[config.mk]
export PLATFORM = sky130hd
export DESIGN_NAME = ad7864_seq_ctrl
export DESIGN_NICKNAME = d
export VERILOG_FILES = /design/src/rtl/ad7864_seq_ctrl.sv
export SDC_FILE = /design/constraint.sdc
export NUM_CORES = 1
export LEC_CHECK = 0
export BUFFER_PORTS_ARGS = -buffer_cell sky130_fd_sc_hd__buf_2
export CAP_MARGIN = 25
export CORE_MARGIN = 2
export CORE_UTILIZATION = 54
export CTS_CLUSTER_DIAMETER = 100
export DETAILED_ROUTE_END_ITERATION = 12
export GPL_TIMING_DRIVEN = 0
export HOLD_SLACK_MARGIN = 0.03
export MAX_ROUTING_LAYER = met4
export PLACE_DENSITY = 0.78
export REMOVE_ABC_BUFFERS = 1
export SLEW_MARGIN = 20
export SYNTH_ARGS = -nofsm -noshare
export SYNTH_HDL_FRONTEND = slang
export SYNTH_SLANG_ARGS = --single-unit
[constraint.sdc]
create_clock -name clkin -period 2.3 [get_ports clkin]
set_input_delay 0.115 -clock clkin [delete_from_list [all_inputs] [get_ports clkin]]
set_output_delay 0.115 -clock clkin [all_outputs]
set_load 0.1 [all_outputs]
[src/rtl/ad7864_seq_ctrl.sv]
// AD7864 conversion/read sequencer: CONVST pulse, BUSY wait, per-channel RD strobes, valid/ready sample output.
// Optional BUSY watchdog is enabled by defining AD7864_TMO_WATCHDOG_EN.
module ad7864_seq_ctrl #(
  parameter int CONV_LOW = 4,
  parameter int RD_LOW   = 3,
  parameter int BUSY_TMO = 255
) (
  input  logic        clkin,
  input  logic        rst,
  input  logic        dsp_conv_bar,
  input  logic [1:0]  nch,
  output logic        ad_conv_bar,
  input  logic        ad_busy,
  output logic        ad_cs_bar,
  output logic        ad_rd_bar,
  input  logic [11:0] ad_db,
  output logic [11:0] smp_data,
  output logic [1:0]  smp_ch,
  output logic        smp_valid,
  input  logic        smp_ready,
  output logic        active,
  output logic        overrun,
  output logic        timeout,
  input  logic        clr_err
);

  typedef enum logic [2:0] {
    IDLE      = 3'd0,
    CONV      = 3'd1,
    WAIT_HI   = 3'd2,
    WAIT_LO   = 3'd3,
    RD_LOW_ST = 3'd4,
    RD_HOLD   = 3'd5,
    PUSH      = 3'd6
  } state_t;

  localparam logic [3:0] CONV_W = 4'(CONV_LOW);
  localparam logic [3:0] RD_W   = 4'(RD_LOW);

  if (CONV_LOW < 1 || CONV_LOW > 15 || RD_LOW < 1 || RD_LOW > 15 ||
      BUSY_TMO < 1 || BUSY_TMO > 255) begin : g_param_err
    $error("ad7864_seq_ctrl: parameter out of range");
  end

  // FSM state is a named signal so checkers can bind to it directly.
  state_t      state, state_n;
  logic [3:0]  wcnt, wcnt_n;
  logic [1:0]  ch, ch_n;
  logic [1:0]  nch_q, nch_q_n;
  logic [11:0] cap, cap_n;
  logic [11:0] smp_data_n;
  logic [1:0]  smp_ch_n;
  logic        smp_valid_n;
  logic        overrun_n;

  logic [1:0]  dsp_sync;
  logic        dsp_prev;
  logic [1:0]  busy_sync;
  logic        busy_s;
  logic        req;
  logic        push_ok;

  always_ff @(posedge clkin or posedge rst) begin
    if (rst) begin
      dsp_sync  <= 2'b11;
      dsp_prev  <= 1'b1;
      busy_sync <= 2'b00;
    end else begin
      dsp_sync  <= {dsp_sync[0], dsp_conv_bar};
      dsp_prev  <= dsp_sync[1];
      busy_sync <= {busy_sync[0], ad_busy};
    end
  end

  assign busy_s = busy_sync[1];
  assign req    = dsp_prev & ~dsp_sync[1];

  // Sample handshake: a sample transfers on a clock edge where smp_valid and
  // smp_ready are both high; smp_data/smp_ch hold while valid waits for ready,
  // and a new sample may be loaded in the same cycle the old one is taken.
  assign push_ok = ~smp_valid | smp_ready;

`ifdef AD7864_TMO_WATCHDOG_EN
  localparam logic [7:0] TMO_LAST = 8'(BUSY_TMO - 1);
  logic [7:0] tmo_cnt, tmo_cnt_n;
  logic       timeout_n;
`endif

  always_comb begin
    state_n     = state;
    wcnt_n      = wcnt;
    ch_n        = ch;
    nch_q_n     = nch_q;
    cap_n       = cap;
    smp_data_n  = smp_data;
    smp_ch_n    = smp_ch;
    smp_valid_n = smp_valid & ~smp_ready;
    overrun_n   = overrun & ~clr_err;
    if (req && (state != IDLE)) overrun_n = 1'b1;

    case (state)
      IDLE: begin
        if (req) begin
          state_n = CONV;
          ch_n    = 2'd0;
          nch_q_n = nch;
          wcnt_n  = CONV_W;
        end
      end
      CONV: begin
        if (wcnt <= 4'd1) state_n = WAIT_HI;
        else              wcnt_n  = wcnt - 4'd1;
      end
      WAIT_HI: begin
        if (busy_s) state_n = WAIT_LO;
      end
      WAIT_LO: begin
        if (!busy_s) begin
          state_n = RD_LOW_ST;
          wcnt_n  = RD_W;
        end
      end
      RD_LOW_ST: begin
        if (wcnt <= 4'd1) begin
          cap_n   = ad_db;
          state_n = RD_HOLD;
        end else begin
          wcnt_n = wcnt - 4'd1;
        end
      end
      RD_HOLD: state_n = PUSH;
      PUSH: begin
        if (push_ok) begin
          smp_data_n  = cap;
          smp_ch_n    = ch;
          smp_valid_n = 1'b1;
          if (ch < nch_q) begin
            ch_n    = ch + 2'd1;
            wcnt_n  = RD_W;
            state_n = RD_LOW_ST;
          end else begin
            state_n = IDLE;
          end
        end
      end
      default: state_n = IDLE;
    endcase

`ifdef AD7864_TMO_WATCHDOG_EN
    tmo_cnt_n = tmo_cnt;
    timeout_n = timeout & ~clr_err;
    if ((state == IDLE) && req) begin
      tmo_cnt_n = 8'd0;
    end else if (((state == CONV) || (state == WAIT_HI) || (state == WAIT_LO)) &&
                 (tmo_cnt != 8'hFF)) begin
      tmo_cnt_n = tmo_cnt + 8'd1;
    end
    // Leaving the wait on the final allowed cycle still counts as in time.
    if (((state == WAIT_HI) || (state == WAIT_LO)) && (state_n == state) &&
        (tmo_cnt >= TMO_LAST)) begin
      timeout_n = 1'b1;
      state_n   = IDLE;
    end
`endif
  end

  always_ff @(posedge clkin or posedge rst) begin
    if (rst) begin
      state       <= IDLE;
      wcnt        <= 4'd0;
      ch          <= 2'd0;
      nch_q       <= 2'd0;
      cap         <= 12'd0;
      smp_data    <= 12'd0;
      smp_ch      <= 2'd0;
      smp_valid   <= 1'b0;
      overrun     <= 1'b0;
      ad_conv_bar <= 1'b1;
      ad_cs_bar   <= 1'b1;
      ad_rd_bar   <= 1'b1;
      active      <= 1'b0;
    end else begin
      state       <= state_n;
      wcnt        <= wcnt_n;
      ch          <= ch_n;
      nch_q       <= nch_q_n;
      cap         <= cap_n;
      smp_data    <= smp_data_n;
      smp_ch      <= smp_ch_n;
      smp_valid   <= smp_valid_n;
      overrun     <= overrun_n;
      // Strobes are decoded from the next state so they register glitch-free.
      ad_conv_bar <= (state_n != CONV);
      ad_cs_bar   <= !((state_n == RD_LOW_ST) || (state_n == RD_HOLD) || (state_n == PUSH));
      ad_rd_bar   <= (state_n != RD_LOW_ST);
      active      <= (state_n != IDLE);
    end
  end

`ifdef AD7864_TMO_WATCHDOG_EN
  always_ff @(posedge clkin or posedge rst) begin
    if (rst) begin
      tmo_cnt <= 8'd0;
      timeout <= 1'b0;
    end else begin
      tmo_cnt <= tmo_cnt_n;
      timeout <= timeout_n;
    end
  end
`else
  assign timeout = 1'b0;
`endif

endmodule

==> impl_metrics.tcl, run 1 <==
set metrics [dict create \
    critical_path_class "flip-flop to flip-flop" \
    dp_slack_ns -0.458 \
    synth_flop_cell "dfrtp_1" \
    skew_ns 0.00908 \
    routed_wl_mm 4.34 \
    start_util 0.569 \
    worstHoldStart "nch[0]" \
    htreeDepth 2 \
    antenna_left 0 \
    synth_edf_count 0 \
    reg2reg_slack_ns 0.06 \
    drc 0 \
    grt_max_degree 29 \
    clock_sinks 48 \
    worst_r2r_endpoint "wcnt[1]" \
    synth_cells 196 \
    critPathCaptureType "flip-flop" \
    ys_types 40 \
    yosysSeqAreaShare 0.576 \
    antenna_found_initial 0 \
    synth_mux_area_frac 0.0876 \
    required_ns 2.50 \
    synthArstFlopShare 1.00 \
    synthAdderAreaFrac 0.0179 \
    postLayoutSetupSlackWorst_ns 0.0609 \
    drv_slew 0 \
    firstDrtPassIters 4 \
    gp_congestion 0.808 \
    port-buffer-count 39 \
    avgSynthCellArea_um2 10.7 \
    num_rows 22 \
    finalHoldViolations 0 \
    insertion_delay_ns 0.31 \
    cts_inserted_buffers 5 \
    synth_area_um2 2100 \
    grt-ovfl-total 0 \
    tritoncts "built" \
    grt_pass1_vias 1571 \
    routedWlPerCell_um 14.2 \
    grt.total_usage 0.217 \
    hp-class "input pin to flip-flop" \
    whs_path_depth 2 \
    clock_path_buffers 2 \
    nNetsFinal 279 \
    dieHeight_um 66.4 \
    die-area_um2 4400 \
    min_to "nch_q[0]" \
    maxCapViolations 0 \
    core_area_um2 3690 \
    fin_crit_sh 0.974 \
    clk_pin_slew_worst_paths_ns 0.09 \
    drtIter0Drc 73 \
    grt_pass1_wl_mm 6.88 \
    vias 1633 \
    reg2reg_depth 7 \
    dp_cells 275 \
    min_period_ns 2.24 \
    synth_top_family_by_area "simple AND/OR/NAND/NOR gates" \
    synth_xor_area_frac 0.00417 \
    status "finished, final reports clean" \
    synth-seq-cells 48 \
    layout.cells.non_filler 305 \
    viasPerCell 5.35 \
    worst_pin_slew_ns 0.634 \
    slew_headroom 0.577 \
    ios 41 \
    synth_compound_area_frac 0.105 \
    drive_gt1_frac 0.346 \
    worstPathMaxFanout 6 \
    area_growth_pct 28.5 \
    max_clock_freq_mhz 447 \
    r2r-start "wcnt[0]" \
    setup-violations-final 0 \
    diodes 0 \
    setup-tns-final_ns 0 \
    synth_warnings 0 \
    root_buffer "clkbuf_8" \
    startpoint_type "flip-flop" \
    yosys.area_share.simple 0.173 \
    dp_hpwl_mm 2.71 \
    arrival_ns 2.44 \
    die_x_um 66.4 \
    utilization 0.731 \
]
-- layout by cell type (no fill, tap or decap), types with 2 or more instances in the layout --
| cell type | Yosys | routed |
|---|---|---|
| o21ai_0 | 6 | 6 |
| o41ai_1 | 3 | 3 |
| a21oi_1 | 8 | 8 |
| mux2_2 | 15 | 15 |
| dlygate4sd3_1 | 0 | 17 |
| o31ai_1 | 3 | 3 |
| ha_1 | 3 | 2 |
| dfrtp_1 | 42 | 42 |
| buf_4 | 1 | 5 |
| nand2b_1 | 3 | 3 |
| nor3_1 | 6 | 5 |
| nor2_1 | 11 | 10 |
| nand3_1 | 2 | 2 |
| buf_2 | 3 | 39 |
| clkinvlp_4 | 0 | 3 |
| dfstp_2 | 6 | 6 |
| clkbuf_8 | 0 | 6 |
| a21boi_0 | 4 | 4 |
| inv_2 | 0 | 2 |
| nor2b_1 | 3 | 3 |
| nand2_1 | 43 | 43 |
| inv_1 | 8 | 5 |
-- stage by stage --
stage,hold WS (ns),area [um^2]
after floorplan,0.119,2060
after global placement,0.220,2310
after detailed placement,0.150,2340
after CTS,0.0355,2640
after global routing,0.0419,2700
final,0.0411,2700
-- flip-flops by register name, summed over array words and instances (netlist names), 3 cells and up --
register and flops:
wcnt 4, cap 12, smp_data 12, state 3
-- layout make-up --
type / instances / area (um^2)
multi-input combinational: 131 / 875
timing repair buffer: 62 / 423
fill: 274 / 991
sequential: 48 / 1210
clock inverter: 2 / 15.0
inverter: 8 / 33.8
clock buffer: 6 / 82.6
tap: 48 / 60.1
-- worst max-delay path, stage by stage (launching register included) --
cell and delay (ns):
dfrtp_1 0.41, inv_2 0.06, ha_2 0.19, or2_4 0.27, a31oi_4 0.22, nor3_4 0.08, or4_4 0.59, mux2_4 0.31
-- layer usage --
| metal | wire length (um) | GRT usage |
|---|---|---|
| met1 | 1830 | 0.274 |
| met2 | 2240 | 0.333 |
| met3 | 189 | 0.0528 |
| met4 | 89 | 0.0969 |
| met5 | 0 | - |
-- cell usage after synthesis, types with 4 or more instances --
master	n	area share
a21boi_0	4	0.014
a21oi_1	8	0.019
dfrtp_1	42	0.50
dfstp_2	6	0.075
inv_1	8	0.014
mux2_2	15	0.080
nand2_1	43	0.077
nor2_1	11	0.020
nor3_1	6	0.014
o21ai_0	6	0.014
-- logic make-up (layout without fill, tap and decap cells) --
group	after synthesis	count (layout)
and+or+nand+nor	78	78
DFF	48	48
AOI/OAI and AO/OA	32	32
buffers and inverters	17	78
muxes	16	16
adders and majority gates	3	3
other	1	1
xor gates and xnor gates	1	1
-- worst max-delay path by stage --
stage                   start      end  slack [ns]  cells after the start
floorplan           smp_valid  wcnt[1]       -0.10                      5
global placement      wcnt[0]  wcnt[1]       -0.47                      7
detailed placement    wcnt[0]  wcnt[1]       -0.46                      7
CTS                   wcnt[0]  wcnt[1]        0.06                      7
global route          wcnt[0]  wcnt[1]      -0.005                      7
finish                wcnt[0]  wcnt[1]        0.06                      7
-- what timing repair did --
action / CTS / global route
hold endpoints to repair: 33 / 0
pin swaps: 1 / 2
gates cloned: 0 / 0
setup buffers: 2 / 3
resized for setup: 5 / 7
hold buffers: 17 / 0
endpoints found under the setup margin: 4 / 16
Power of run 1 is not shown: default switching activity piles up to over one toggle a cycle in this logic, so the estimate is an artifact.
==> run 2, diff against run 1 <==
--- a/config.mk
+++ b/config.mk
@@ -18,2 +18,3 @@
 export REMOVE_ABC_BUFFERS = 1
+export SKIP_CTS_REPAIR_TIMING = 1
 export SLEW_MARGIN = 20
==> constraint.sdc (replaced) <==
create_clock -name clkin -period 2.3 [get_ports clkin]
set_input_delay 0.345 -clock clkin [delete_from_list [all_inputs] [get_ports clkin]]
set_output_delay 0.345 -clock clkin [all_outputs]
set_load 0.1 [all_outputs]
==> run 2 against run 1 <==
Clock skew grew 0.00080 ns; fmax shrank 0.87%; cell count shrank 6.2%; largest cell class unchanged.
==> impl_metrics.tcl, run 2 (synthesis results as in run 1) <==
set metrics [dict create \
    vias 1535 \
    grt-ovfl-total 0 \
    gp_congestion 0.808 \
    htreeDepth 2 \
    grt_pass1_wl_mm 6.45 \
    top_regs "cap: 12 flops, smp_data: 12 flops, wcnt: 4 flops" \
    antenna_found_initial 0 \
    routed_wl_mm 3.88 \
    drtIter0Drc 93 \
    diodes 0 \
    worst_pin_slew_ns 0.597 \
    arrival_ns 2.46 \
    die-area_um2 4400 \
    required_ns 2.50 \
    reg2reg_slack_ns 0.04 \
    critPathCaptureType "flip-flop" \
    fin_crit_sh 0.982 \
    final_area_um2 2490 \
    insertion_delay_ns 0.31 \
    ios 41 \
    hp-class "input pin to async pin" \
    setup-violations-final 0 \
    worstPathMaxFanout 5 \
    dpl_cell_area_um2 2340 \
    layout_common_cells "nand2_1 (43), dfrtp_1 (42), buf_2 (39), mux2_2 (15), nor2_1 (10)" \
    drc 0 \
    grt_pass1_vias 1452 \
    port-buffer-count 39 \
    max_clock_freq_mhz 443 \
    clock_sinks 48 \
    core_area_um2 3690 \
    die_x_um 66.4 \
    grt_max_degree 29 \
    reg2reg_depth 5 \
    root_buffer "clkbuf_8" \
    fillers 317 \
    start_util 0.569 \
    maxCapViolations 0 \
    status "finished, final reports clean" \
    min_period_ns 2.26 \
    worst_r2r_endpoint "wcnt[1]" \
    clock_path_buffers 2 \
    drive_gt1_frac 0.357 \
    antenna_left 0 \
    clk_pin_slew_worst_paths_ns 0.09 \
    grt.total_usage 0.202 \
    tritoncts "built" \
    num_rows 22 \
    nNetsFinal 260 \
    finalHoldViolations 0 \
    startpoint_type "flip-flop" \
    skew_ns 0.00988 \
    r2r-start "ch[1]" \
    dieHeight_um 66.4 \
    slew_headroom 0.602 \
    critical_path_class "flip-flop to flip-flop" \
    dp_cells 275 \
    drv_slew 0 \
    viasPerCell 5.37 \
    area_growth_pct 18.5 \
    grt_setup_unrepaired "yes" \
    final_common_cell "nand2_1" \
    layout.cells.non_filler 286 \
    firstDrtPassIters 4 \
    setup-tns-final_ns 0 \
    dp_hpwl_mm 2.71 \
    cts_inserted_buffers 5 \
    routedWlPerCell_um 13.5 \
]
[run 2: final cells by class]
cell class,instances,area [um^2],share of cell area
well taps,48,60.1,0.0241
flip-flops and latches,48,1210,0.486
clock inverters,2,15.0,0.00604
repair buffers,43,238,0.0956
multi-input cells,131,850,0.342
inverters,8,33.8,0.0136
clock buffers,6,82.6,0.0332
[run 2: metal layers]
| metal | wire length (um) | track usage |
|---|---|---|
| met1 | 1710 | 0.262 |
| met2 | 1940 | 0.303 |
| met3 | 165 | 0.0477 |
| met4 | 56 | 0.0944 |
| met5 | 0 | - |
[run 2: how the worst max path moves through the flow]
stage | from | endpoint | depth (start not counted)
global route | wcnt[0] | wcnt[1] | 7
finish | ch[1] | wcnt[1] | 5
CTS | wcnt[0] | wcnt[1] | 7
detailed placement | wcnt[0] | wcnt[1] | 7
floorplan | smp_valid | wcnt[1] | 5
global placement | wcnt[0] | wcnt[1] | 7
[run 2: worst max-delay path, cell delays in order (launching register included)]
cell      delay, ns
dfrtp_1        0.44
ha_1           0.36
a211oi_4       0.31
o21ai_2        0.17
or4_4          0.56
mux2_4         0.31
[run 2: through the flow]
| stage | util | setup WS (ns) | hold WS (ns) |
|---|---|---|---|
| floorplan | - | -0.104 | 0.331 |
| detailed placement | 0.633 | -0.458 | 0.335 |
| CTS | 0.660 | -0.501 | 0.0429 |
| global placement | 0.627 | -0.469 | 0.335 |
| global route | 0.674 | -0.0399 | 0.0684 |
| finish | 0.674 | 0.0413 | 0.0304 |
Power of run 2 is left out for the same reason.
==> run 3, diff against run 2 <==
CORE_ASPECT_RATIO = 1.2   (was default)
CORE_UTILIZATION = 58   (was 54)
PLACE_DENSITY = 0.83   (was 0.78)
clock period = 2.9 ns   (was 2.3 ns; I/O delays follow)
==> run 3 against run 2 <==
The run now ends with DRC left; cell count shrank 4.2%; clock skew shrank 0.0025 ns; critical path depth grew 2; first-iteration DRC count shrank 42%; non-clock buffer count is the same; fmax shrank 15%; highest routed layer unchanged; via count shrank 2.1%; sequential cell count is the same; die area shrank 6.4%; register-to-register slack gained 0.19 ns; utilization grew 5.5 points.
==> impl_metrics.tcl, run 3 (synthesis results as in run 1) <==
set metrics [dict create \
    port-buffer-count 39 \
    tritoncts "built" \
    min_period_ns 2.67 \
    start_util 0.618 \
    firstDrtPassIters 8 \
    skew_ns 0.00736 \
    dieHeight_um 69.9 \
    gp_congestion 0.864 \
    finalHoldViolations 0 \
    grt_pass1_vias 1438 \
    maxCapViolations 0 \
    cts_inserted_buffers 5 \
    num_rows 23 \
    core_area_um2 3400 \
    dpl_cell_area_um2 2320 \
    area_growth_pct 18.0 \
    diodes 0 \
    critical_path_class "flip-flop to flip-flop" \
    grt_pass1_wl_mm 6.21 \
    critPathCaptureType "flip-flop" \
    root_buffer "clkbuf_8" \
    ios 41 \
    required_ns 3.08 \
    dp_hpwl_mm 2.45 \
    drc 3 \
    clock_sinks 48 \
    antenna_found_initial 0 \
    routed_wl_mm 3.64 \
    final_common_cell "nand2_1" \
    status "finished with violations" \
    htreeDepth 2 \
    drv_slew 0 \
    hp-class "input pin to async pin" \
    drive_gt1_frac 0.342 \
    die-area_um2 4120 \
    arrival_ns 2.86 \
    violations "DRC" \
    nNetsFinal 260 \
    cp_slowest_cell "or4_4" \
    antenna_left 0 \
    final_area_um2 2480 \
    top_regs "cap: 12 flops, smp_data: 12 flops, wcnt: 4 flops" \
    worst_pin_slew_ns 0.705 \
    die_x_um 58.9 \
    path_cells "inv_1, ha_1, or2_0, nand4_2, clkinvlp_4, or4_4, mux2_4" \
    slew_headroom 0.529 \
    max_clock_freq_mhz 374 \
    cpPeakStageDelay_ns 0.59 \
    clock_path_buffers 2 \
    grt_setup_unrepaired "no" \
    drtIter0Drc 54 \
    setup-tns-final_ns 0 \
    fin_crit_sh 0.921 \
    reg2reg_depth 7 \
    grt_max_degree 34 \
    setup-violations-final 0 \
    grt-ovfl-total 0 \
    startpoint_type "flip-flop" \
    worstPathMaxFanout 16 \
    insertion_delay_ns 0.30 \
    viasPerCell 5.49 \
    layout_common_cells "nand2_1 (43), dfrtp_1 (42), buf_2 (39), mux2_2 (15), nor2_1 (10)" \
    grt.total_usage 0.204 \
    clk_pin_slew_worst_paths_ns 0.08 \
    routedWlPerCell_um 13.3 \
    vias 1503 \
]
-- run 3: routing by layer --
layer  track usage  wire length, um
met2         0.327             1830
met4        0.0758               57
met3        0.0593              149
met1         0.239             1600
met5             -                0
-- run 3: area by class of cell --
class / count / area, um^2
Multi-Input combinational cell: 131 / 822
Clock buffer: 5 / 68.8
Timing Repair Buffer: 43 / 238
Fill cell: 263 / 918
Inverter: 8 / 33.8
Sequential cell: 48 / 1210
Clock inverter: 2 / 60.1
Tap cell: 37 / 46.3
-- run 3: through the flow --
stage	cells	utilization	setup slack [ns]	hold slack (ns)
finish	274	0.730	0.228	0.0855
global placement	263	0.677	0.176	0.335
CTS	271	0.722	0.106	0.0938
floorplan	187	-	0.496	0.331
detailed placement	264	0.684	0.133	0.335
global route	274	0.730	0.102	0.107
-- run 3: final timing paths --
check	startpoint	end	slack, ns
min reg2reg	busy_sync[0]	busy_sync[1]	0.35
max reg2reg	wcnt[0]	wcnt[1]	0.23
max	wcnt[0]	wcnt[1]	0.23
min in group clkin	dsp_conv_bar	dsp_sync[0]	0.23
max in group asynchronous	rst	dsp_sync[1]	2.27
min	rst	smp_data[5]	0.09
-- run 3: worst max-delay path, delay by kind of cell, from the launching register on --
family                   cells  cell delay [ns]
buffers and inverters        2             0.30
adder cells (fa/ha/maj)      1             0.23
multiplexers                 1             0.31
AND/OR/NAND/NOR              3             1.30
flip-flops                   1             0.40
Power of run 3 is left out for the same reason.
